File: config.mk
export PLATFORM = sky130hd
export DESIGN_NAME = floor_request_scheduler
export DESIGN_NICKNAME = d
export VERILOG_FILES = /design/src/rtl/floor_request_scheduler.sv
export SDC_FILE = /design/constraint.sdc
export NUM_CORES = 1
export LEC_CHECK = 0
export ABC_AREA = 1
export CAP_MARGIN = 20
export CELL_PAD_IN_SITES_DETAIL_PLACEMENT = 1
export CELL_PAD_IN_SITES_GLOBAL_PLACEMENT = 2
export CORE_MARGIN = 2
export CORE_UTILIZATION = 32
export DETAILED_ROUTE_END_ITERATION = 10
export PLACE_DENSITY_LB_ADDON = 0.1
export SYNTH_ARGS = -nofsm -noshare
export SYNTH_HDL_FRONTEND = slang
export SYNTH_SLANG_ARGS = --single-unit
export TNS_END_PERCENT = 5
File: constraint.sdc
create_clock -name clk -period 2 [get_ports clk]
set_input_delay 0.3 -clock clk [delete_from_list [all_inputs] [get_ports clk]]
set_output_delay 0.3 -clock clk [all_outputs]
set_load 0.005 [all_outputs]
File: src/rtl/floor_request_scheduler.sv
// Elevator call-button front end and SCAN dispatcher: latches floor calls, picks the
// next floor in the current travel direction, and holds the door for a fixed dwell.
module floor_request_scheduler #(
    parameter int NUM_FLOORS   = 10,
    parameter int DWELL_CYCLES = 16
) (
    input  logic                  clk,
    input  logic                  reset,
    input  logic [NUM_FLOORS-1:0] call_btn,
    input  logic                  clear_all,
    input  logic [3:0]            current_floor,
    output logic [3:0]            target_floor,
    output logic                  target_valid,
    output logic                  door_open,
    output logic                  dir_up,
    output logic [NUM_FLOORS-1:0] pending
);
    localparam int CW = (DWELL_CYCLES > 1) ? $clog2(DWELL_CYCLES) : 1;
    localparam logic [CW-1:0] DWELL_LOAD = CW'(DWELL_CYCLES - 1);

    typedef enum logic [1:0] {IDLE, SERVE, DWELL} state_t;
    state_t state, state_nx;

    logic [NUM_FLOORS-1:0] sync1, sync2, sync3, rise, here_mask, clr_mask;
    logic [CW-1:0]         dwell_cnt;
    logic [3:0]            target_q;
    logic [3:0]            up_sel, dn_sel, sel_floor;
    logic                  up_found, dn_found, sel_found, sel_dir;
    logic                  here, any_pending, arrive, dwell_reload;

    // Two-flop synchronizer plus one extra stage for rising-edge detection
    always_ff @(posedge clk or negedge reset) begin
        if (!reset) begin
            sync1 <= '0;
            sync2 <= '0;
            sync3 <= '0;
        end else begin
            sync1 <= call_btn;
            sync2 <= sync1;
            sync3 <= sync2;
        end
    end

    assign rise = sync2 & ~sync3;

    // Out-of-range current_floor yields an all-zero mask, so nothing matches or clears
    always_comb begin
        for (int i = 0; i < NUM_FLOORS; i++)
            here_mask[i] = (current_floor == 4'(i));
    end

    assign here         = |(pending & here_mask);
    assign any_pending  = |pending;
    assign arrive       = (current_floor == target_q);
    assign dwell_reload = (state == DWELL) && |(rise & here_mask);

    // Nearest pending floor strictly above / strictly below current_floor
    always_comb begin
        up_found = 1'b0;
        up_sel   = '0;
        dn_found = 1'b0;
        dn_sel   = '0;
        for (int i = NUM_FLOORS - 1; i >= 0; i--) begin
            if (pending[i] && (4'(i) > current_floor)) begin
                up_found = 1'b1;
                up_sel   = 4'(i);
            end
        end
        for (int i = 0; i < NUM_FLOORS; i++) begin
            if (pending[i] && (4'(i) < current_floor)) begin
                dn_found = 1'b1;
                dn_sel   = 4'(i);
            end
        end
    end

    always_comb begin
        sel_found = up_found || dn_found;
        if (dir_up) begin
            sel_floor = up_found ? up_sel : dn_sel;
            sel_dir   = up_found;
        end else begin
            sel_floor = dn_found ? dn_sel : up_sel;
            sel_dir   = !dn_found;
        end
    end

    always_ff @(posedge clk or negedge reset) begin
        if (!reset) state <= IDLE;
        else        state <= state_nx;
    end

    always_comb begin
        state_nx = state;
        if (clear_all) begin
            state_nx = IDLE;
        end else begin
            case (state)
                IDLE:    if (here)             state_nx = DWELL;
                         else if (any_pending) state_nx = SERVE;
                SERVE:   if (arrive)           state_nx = DWELL;
                DWELL:   if (!dwell_reload && (dwell_cnt == '0)) state_nx = IDLE;
                default: state_nx = IDLE;
            endcase
        end
    end

    // The call at the door is swallowed for the whole dwell, including the entry cycle
    assign clr_mask = ((state == DWELL) || (state_nx == DWELL)) ? here_mask : '0;

    always_ff @(posedge clk or negedge reset) begin
        if (!reset) begin
            pending   <= '0;
            target_q  <= '0;
            dir_up    <= 1'b1;
            dwell_cnt <= '0;
        end else if (clear_all) begin
            pending   <= '0;
            target_q  <= current_floor;
            dwell_cnt <= '0;
        end else begin
            pending <= (pending | rise) & ~clr_mask;
            case (state)
                IDLE: begin
                    if (here) begin
                        target_q  <= current_floor;
                        dwell_cnt <= DWELL_LOAD;
                    end else if (any_pending) begin
                        target_q <= sel_floor;
                        dir_up   <= sel_dir;
                    end else begin
                        target_q <= current_floor;
                    end
                end
                SERVE: begin
                    if (arrive) begin
                        dwell_cnt <= DWELL_LOAD;
                    end else if (sel_found) begin
                        target_q <= sel_floor;
                        dir_up   <= sel_dir;
                    end
                end
                DWELL: begin
                    target_q <= current_floor;
                    if (dwell_reload)          dwell_cnt <= DWELL_LOAD;
                    else if (dwell_cnt != '0)  dwell_cnt <= dwell_cnt - 1'b1;
                end
                default: ;
            endcase
        end
    end

    always_comb begin
        target_floor = target_q;
        target_valid = (state == SERVE);
        door_open    = (state == DWELL);
    end

endmodule

== Word level (Yosys, flattened, before mapping) ==
Index checks and enable logic that the tools add are counted.

* Output and inout bits: 17
* Register bits: 51
* Logic and storage cells: 165

* Equal/unequal tests: 22
* Multiplexer cells: 68
* $lt $le $gt $ge: 20
* Reduce and logical (&&, ||, !) cells: 38
* Bitwise gates (word level): 8
* $add $sub $neg: 1

{| class="wikitable"
|+ Operators by type and width
! cell !! number
|-
| two-way mux 4 bit || 31
|-
| bitwise AND 10 bit || 4
|-
| OR reduction 10 bit || 3
|-
| two-way mux 1 bit || 26
|-
| case mux 4 bit (3 select lines) || 2
|-
| logical AND 1 bit || 22
|-
| two-way mux 10 bit || 2
|-
| NOT 10 bit || 2
|-
| equality test 4 x 3 -> 1 bit, second input constant || 4
|-
| > comparator 3 x 4 -> 1 bit, first input constant || 4
|-
| less-than comparator 3 x 4 -> 1 bit, first input constant || 4
|-
| two-way mux 2 bit || 5
|-
| OR 10 bit || 1
|-
| equality test 4 x 2 -> 1 bit, second input constant || 2
|-
| equality test 4 bit, second input constant || 2
|-
| > comparator 1 x 4 -> 1 bit, first input constant || 2
|-
| > comparator 2 x 4 -> 1 bit, first input constant || 2
|-
| > comparator 4 bit, first input constant || 2
|-
| logical NOT 4 bit || 2
|-
| less-than comparator 1 x 4 -> 1 bit, first input constant || 2
|-
| less-than comparator 2 x 4 -> 1 bit, first input constant || 2
|-
| less-than comparator 4 bit, first input constant || 2
|-
| nonzero test 4 bit || 2
|-
| inequality test 2 bit, second input constant || 3
|-
| 19 further kinds || 24
|}

== Depth between registers and ports, before layout ==
Gate-level depths: netlist of run 1.

* Depth after elaboration: 18
* Gate-level depth with buffers: 17
* Mapped depth without buffers: 17

== Worst setup path before layout of run 1 ==
No wires, ideal clock.

* Path kind: input to register
* Start: input current_floor[1]
* End: register target_q[0], in the netlist target_floor[0]
* Path slack: 0.293 ns
* Setup time: 0.116 ns
* Stages on the path: 15
* Required time: 1.884 ns
* Arrival: 1.591 ns
* Cells stage by stage: buf_4 -> nor2_4 -> nand2_1 -> nand3_1 -> nand2_1 -> nor3_2 -> nand2_1 -> nand2_2 -> nand2_2 -> nor2_1 -> nand2_1 -> nand3_1 -> nand2_1 -> nand2_1 -> nand2_1

* Cells in the longest elaborated chain, start to end: 18

{| class="wikitable"
|+ Ends and longest elaborated chain
! item !! RTL line !! RTL
|-
| start: declaration || 11 || <nowiki>input logic [3:0] current_floor,</nowiki>
|-
| > comparator 4 bit / less-than comparator 1 x 4 -> 1 bit (equally long branches) || 64, 70 ||
|-
| logical AND 1 bit, on equally long branches || 64, 70 ||
|-
| two-way mux 4 bit, or another cell as far along (10 in a row) || 64 || <nowiki>if (pending[i] && (4'(i) > current_floor)) begin</nowiki>
|-
| two-way mux 4 bit, on equally long branches || 83, 80 ||
|-
| two-way mux 4 bit || 79 || <nowiki>if (dir_up) begin</nowiki>
|-
| two-way mux 4 bit, on equally long branches || 138, 128 ||
|-
| two-way mux 4 bit, on equally long branches || 136, 125 ||
|-
| case mux 4 bit (3 select lines) || 123 || <nowiki>case (state)</nowiki>
|-
| two-way mux 4 bit || 117 || <nowiki>end else if (clear_all) begin</nowiki>
|-
| end signal: assignment || 119 || <nowiki>target_q <= current_floor;</nowiki>
|-
| end signal: assignment || 126 || <nowiki>target_q <= current_floor;</nowiki>
|-
| end signal: assignment || 139 || <nowiki>target_q <= sel_floor;</nowiki>
|-
| end: declaration || 26 || <nowiki>logic [3:0] target_q;</nowiki>
|}

Several ways; a longest one is shown, not always the timed one. The select of a mux whose other input is x is not followed.
A chain may end at the register's enable or synchronous reset.

== Worst setup path in the final report of run 1 ==
* Start: register state[1]
* End: output target_valid

* Cells in the longest elaborated chain, start to end: 1

{| class="wikitable"
|+ Ends and longest elaborated chain
! item !! RTL line !! RTL
|-
| start: declaration || 22 || <nowiki>state_t state, state_nx;</nowiki>
|-
| start signal: assignment || 90 || <nowiki>else state <= state_nx;</nowiki>
|-
| equality test 2 x 1 -> 1 bit || 155 || <nowiki>target_valid = (state == SERVE);</nowiki>
|-
| end: declaration || 13 || <nowiki>output logic target_valid,</nowiki>
|}

No other way between the ends.

==> metrics.yaml, run 1 <==
status: "finished clean"
final.period_utilization_pct: 96.27
cts_tree: "done"
syn_avg_cell_area_um2: 7.734
drt-pass1-iter-count: 4
rsz0062_at_grt: "yes"
route.detailed.drc: 0
final_common_cell: "nand2_1"
p_per_area_mw_per_mm2: 849.9
viasPerCell: 4.751
drive_gt1_share_pct: 24.23
whs_ns: 0.3619
ff_latch_area_mm2: 0.001279
multi_input_area_mm2: 0.001384
synth_compound_area_share_pct: 10.27
finalSetupViolCount: 0
cts-root-buf: "clkbuf_8"
numPortBuffers: 33
nets: 476
fin_skew_ns: 0.006748
ios: 34
vias: 2670
routed-wl-met2_um: 4153
ys_ff_latch: 51
p_leak_uw: 0.001936
cts-htree-levels: 2
final_hold_viol_count: 0
core_mm2: 0.008636
final_cell_mix: "nand2_1 (98), buf_4 (53), dfrtp_1 (49)"
drt-met1-wl_um: 3958
fin_crit_ns: 1.925
antenna_cells: 0
die_h_um: 97.80
ys_seq_area_share_pct: 45.38
ys_types: 37
clock-sinks: 51
relSlewSlack_pct: 77.56
cp_max_fo: 7
yosysTopAreaCell: "dfrtp_1"
grt.total_usage_pct: 18.65
synth_cells: 364
setup_ws_ns: 0.07456
timing.setup.tns_ns: 0
die_x_um: 97.80
dieArea_mm2: 0.009564
grt_pass1_wl_um: 14240
wl_um: 8422
syn_area_mm2: 0.002815
rows: 34
place.gp.congestion: 0.8439
antenna_found_initial: 0
yosys_warnings: 0
ir_worst_vdd_mv: 0.4340
wire_per_inst_um: 14.99
endpoint_kind: "primary output"
first_global_vias: 2823
area_growth_pct: 34.93
place_hpwl_um: 6656
filler_cell_count: 1093
initial_utilization_pct: 32.60
synth_top_family_by_area: "simple AND/OR/NAND/NOR gates"
grt_max_degree: 52
synth_xor_area_share_pct: 1.867
start_kind: "flip-flop"
synth_nets: 387
synthTopCellsByArea: "dfrtp_1 (44%), nand2_1 (13%), nor2_1 (5.6%)"
drtAntennaViolNets: 0
hp-class: "flip-flop to flip-flop"
drv_cap: 0
synthAdderAreaFrac_pct: 2.667
synth_simple_gate_area_share_pct: 32.22
fmax_mhz: 519.4
drt_iter0_drc: 75
synth_mux_area_share_pct: 0
clkTransAtPathRegs_ns: 0.11
cp_data_arrival_time_ns: 1.63
grt_overflow: 0
cts.path.max_buffers: 2
pre_cts_ws_ns: -0.6892
clk-insertion-delay-late_ns: 0.32
critical_path_class: "flip-flop to primary output"
routed.top_layer: "met4"
critPathRequiredTime_ns: 1.70
worst_slew_pin_slew_ns: 0.3344
met3RoutedLength_um: 175
drv_slew: 0
numCtsBuffers: 5
synth_top_area_share_pct: 44.44
==> worst paths after layout <==
check | startpoint | to | slack (ns) | cells past startpoint
max | state[1] | target_valid | 0.07 | 3
min | sync1[3] | sync2[3] | 0.36 | 0
max reg2reg | pending[7] | pending[6] | 0.17 | 11
min reg2reg | sync1[3] | sync2[3] | 0.36 | 0
max in group asynchronous | reset | dir_up | 1.21 | 3
min in group asynchronous | reset | sync1[3] | 0.49 | 3
==> flip-flops by register name, summed over array words and instances (netlist names) <==
| register | cells |
|---|---|
| sync2 | 10 |
| target_floor | 4 |
| sync1 | 10 |
| dir_up | 1 |
| dwell_cnt | 4 |
| state | 2 |
| sync3 | 10 |
| pending | 10 |
==> worst max-delay path, stage by stage, from the launching register on <==
cell and delay (ns):
dfrtp_1 0.46, inv_1 0.14, ha_4 0.20, clkdlybuf4s50_1 0.51
==> timing repair <==
action,4_1_cts,5_1_grt
endpoints found under the hold margin,50,0
pin swaps,2,2
setup endpoints to repair,21,21
setup buffers,0,3
hold buffers,1,0
resized for setup,10,18
==> kinds of logic after synthesis <==
logic type                 Yosys count
buffers and inverters               50
xor gates and xnor gates             6
adders and majority gates            6
AOI/OAI and AO/OA                   50
DFF                                 51
and+or+nand+nor                    201
==> cell usage after synthesis <==
master and number:
a21oi_1 13, a21oi_2 3, a22oi_1 1, a31oi_1 2, and2_1 1, and3_1 1, buf_4 3, buf_6 2
clkbuf_1 1, dfrtp_1 50, dfstp_2 1, ha_1 6, inv_1 37, inv_2 7, nand2_1 99, nand2_2 4
nand2_4 1, nand3_1 29, nand3_2 4, nand4_2 1, nor2_1 42, nor2_2 6, nor2_4 2, nor3_1 5
nor3_2 2, nor3b_1 1, nor4_1 1, o211ai_1 3, o21a_1 1, o21ai_0 18, o21ai_1 5, o21ai_2 2
o21bai_1 2, or2_0 1, or2_1 1, xnor2_1 2, xor2_1 4
==> final cells by class <==
cell class                 instances  area share (%)
multi-input combinational        263           36.43
clock buffer                       5           1.812
inverter                          44           4.348
timing repair buffer              88           19.30
tap                              108           3.557
sequential                        51           33.66
clock inverter                     3          0.8893
==> metrics by stage <==
stage	total power [uW]	cells	instance area, um^2	util [%]
after global placement	2510	550	3622	41.94
after CTS	3234	559	3755	43.48
after global routing	3484	562	3799	43.99
after detailed placement	2530	550	3622	41.94
final	3228	562	3799	43.99
after floorplan	1994	364	2815	-
==> report_power, final <==
part | internal (uW) | switching [uW] | leakage [uW]
clock | 267 | 417 | 0.0000519
sequential | 1170 | 143 | 0.000614
combinational | 546 | 682 | 0.00127
total | 1990 | 1240 | 0.00194
==> metal layers <==
layer / vias to the layer above / track usage, %
met5: - / 0
li1: 1338 / -
met2: 30 / 32.04
met1: 1289 / 24.32
met4: 0 / 5.235
met3: 13 / 3.221
No activity file was read; power rests on OpenSTA's default activity.
==> inputs of run 2 (changes only) <==
Settings changed: CORE_MARGIN 2 to unset.
==> metrics.yaml, run 2 (synthesis gave the netlist of run 1 again) <==
status: "finished clean"
place_hpwl_um: 6737
ios: 34
grt_max_degree: 35
dp_cells: 554
final_hold_viol_count: 0
filler_cell_count: 1044
p_leak_uw: 0.002003
fin_skew_ns: 0.01442
worst_slew_pin_slew_ns: 0.4347
rows: 33
antenna_cells: 0
clock-sinks: 51
drive_gt1_share_pct: 30.69
initial_utilization_pct: 33.59
numCtsBuffers: 5
final.period_utilization_pct: 94.96
r2r_cells: 10
first_global_vias: 2808
viasPerCell: 4.744
finish.utilization_pct: 47.63
rsz0062_at_grt: "yes"
vias: 2709
cp_data_arrival_time_ns: 1.60
final_area_mm2: 0.003993
route.detailed.drc: 0
path_buf_inv: 2
start_kind: "flip-flop"
critical_path_class: "flip-flop to primary output"
crit_chain: "inv_1, ha_4, clkdlybuf4s50_1"
cts.path.max_buffers: 2
final_cell_mix: "nand2_1 (97), buf_4 (62), dfrtp_1 (46)"
ir_worst_vdd_mv: 0.4663
die_h_um: 95.80
finalNonFillerCells: 571
finalSetupViolCount: 0
grt_pass1_wl_um: 14120
cts_tree: "done"
ff2ff_setup_slack_ns: 0.20
critPathRequiredTime_ns: 1.70
clk-insertion-delay-late_ns: 0.32
antenna_found_initial: 0
path_delay_family: "buffers and inverters"
relSlewSlack_pct: 71.02
rr_endpoint: "pending[7]"
cp_max_fo: 7
hold_depth: 0
dieArea_mm2: 0.009177
core_mm2: 0.008382
clkTransAtPathRegs_ns: 0.09
fmax_mhz: 526.5
numPortBuffers: 33
nets: 488
critical-path-slowest-cell: "clkdlybuf4s50_1"
grt_overflow: 0
endpoint_kind: "primary output"
drt_iter0_drc: 78
drtAntennaViolNets: 0
placed_cell_area_mm2: 0.003671
min_to: "sync2[9]"
power_uw: 3305
min_from: "sync1[9]"
hp-class: "flip-flop to flip-flop"
drv_slew: 0
drt-pass1-iter-count: 4
cts-root-buf: "clkbuf_8"
fin_crit_ns: 1.899
grt.total_usage_pct: 20.68
wl_um: 8663
final_common_cell: "nand2_1"
p_per_area_mw_per_mm2: 827.9
die_x_um: 95.80
place.gp.congestion: 0.8403
wire_per_inst_um: 15.17
cts-htree-levels: 2
area_growth_pct: 41.82
cpPeakStageDelay_ns: 0.51
reg2reg_from: "pending[2]"
drv_cap: 0
## run 2: area by class of cell
cell class	instances	area (um^2)	share of cell area, %
repair buffers	99	827.0	20.71
clock buffers	5	68.82	1.724
multi-input cells	264	1488	37.26
flip-flops and latches	51	1282	32.12
well taps	105	131.4	3.291
clock inverters	3	23.77	0.5954
inverters	44	171.4	4.293
## run 2: how the worst max path moves through the flow
stage / from / endpoint / cells past startpoint
3_5_place_dp: current_floor[0] / dwell_cnt[3] / 14
4_1_cts: current_floor[0] / target_floor[0] / 16
6_report: state[1] / target_valid / 3
2_1_floorplan: current_floor[1] / target_floor[0] / 15
3_3_place_gp: current_floor[2] / target_floor[3] / 14
5_1_grt: current_floor[1] / target_floor[0] / 16
## run 2: stage by stage
stage / TNS (ns) / setup slack [ns] / hold WS [ns]
3_3_place_gp: -10.19 / -0.5316 / 0.2544
6_report: 0 / 0.1008 / 0.3562
4_1_cts: 0 / 0.01719 / 0.3604
5_1_grt: -0.06062 / -0.02164 / 0.3654
2_1_floorplan: 0 / 0.2926 / 0.004409
3_5_place_dp: -10.46 / -0.5612 / 0.2721
## run 2: repair_timing
action                                  CTS  global route
endpoints found under the setup margin   20            21
buffers inserted                          2             5
hold endpoints to repair                 17             0
cloned                                    1             0
hold buffers                              1             0
gates resized for setup                  35            20
pin swaps                                15             5
## run 2: power by group
part	internal (uW)	total (uW)	switching (uW)
Combinational	616	1350	735
Sequential	1170	1310	136
Clock	254	644	390
Total	2040	3310	1260
## run 2: per-layer routing
metal | up-vias | share of wire (%) | GRT usage, %
met5 | - | 0 | 0
met4 | 0 | 1.3 | 5.224
li1 | 1360 | - | -
met2 | 31 | 48 | 35.36
met3 | 11 | 2.2 | 2.765
met1 | 1307 | 48 | 27.54
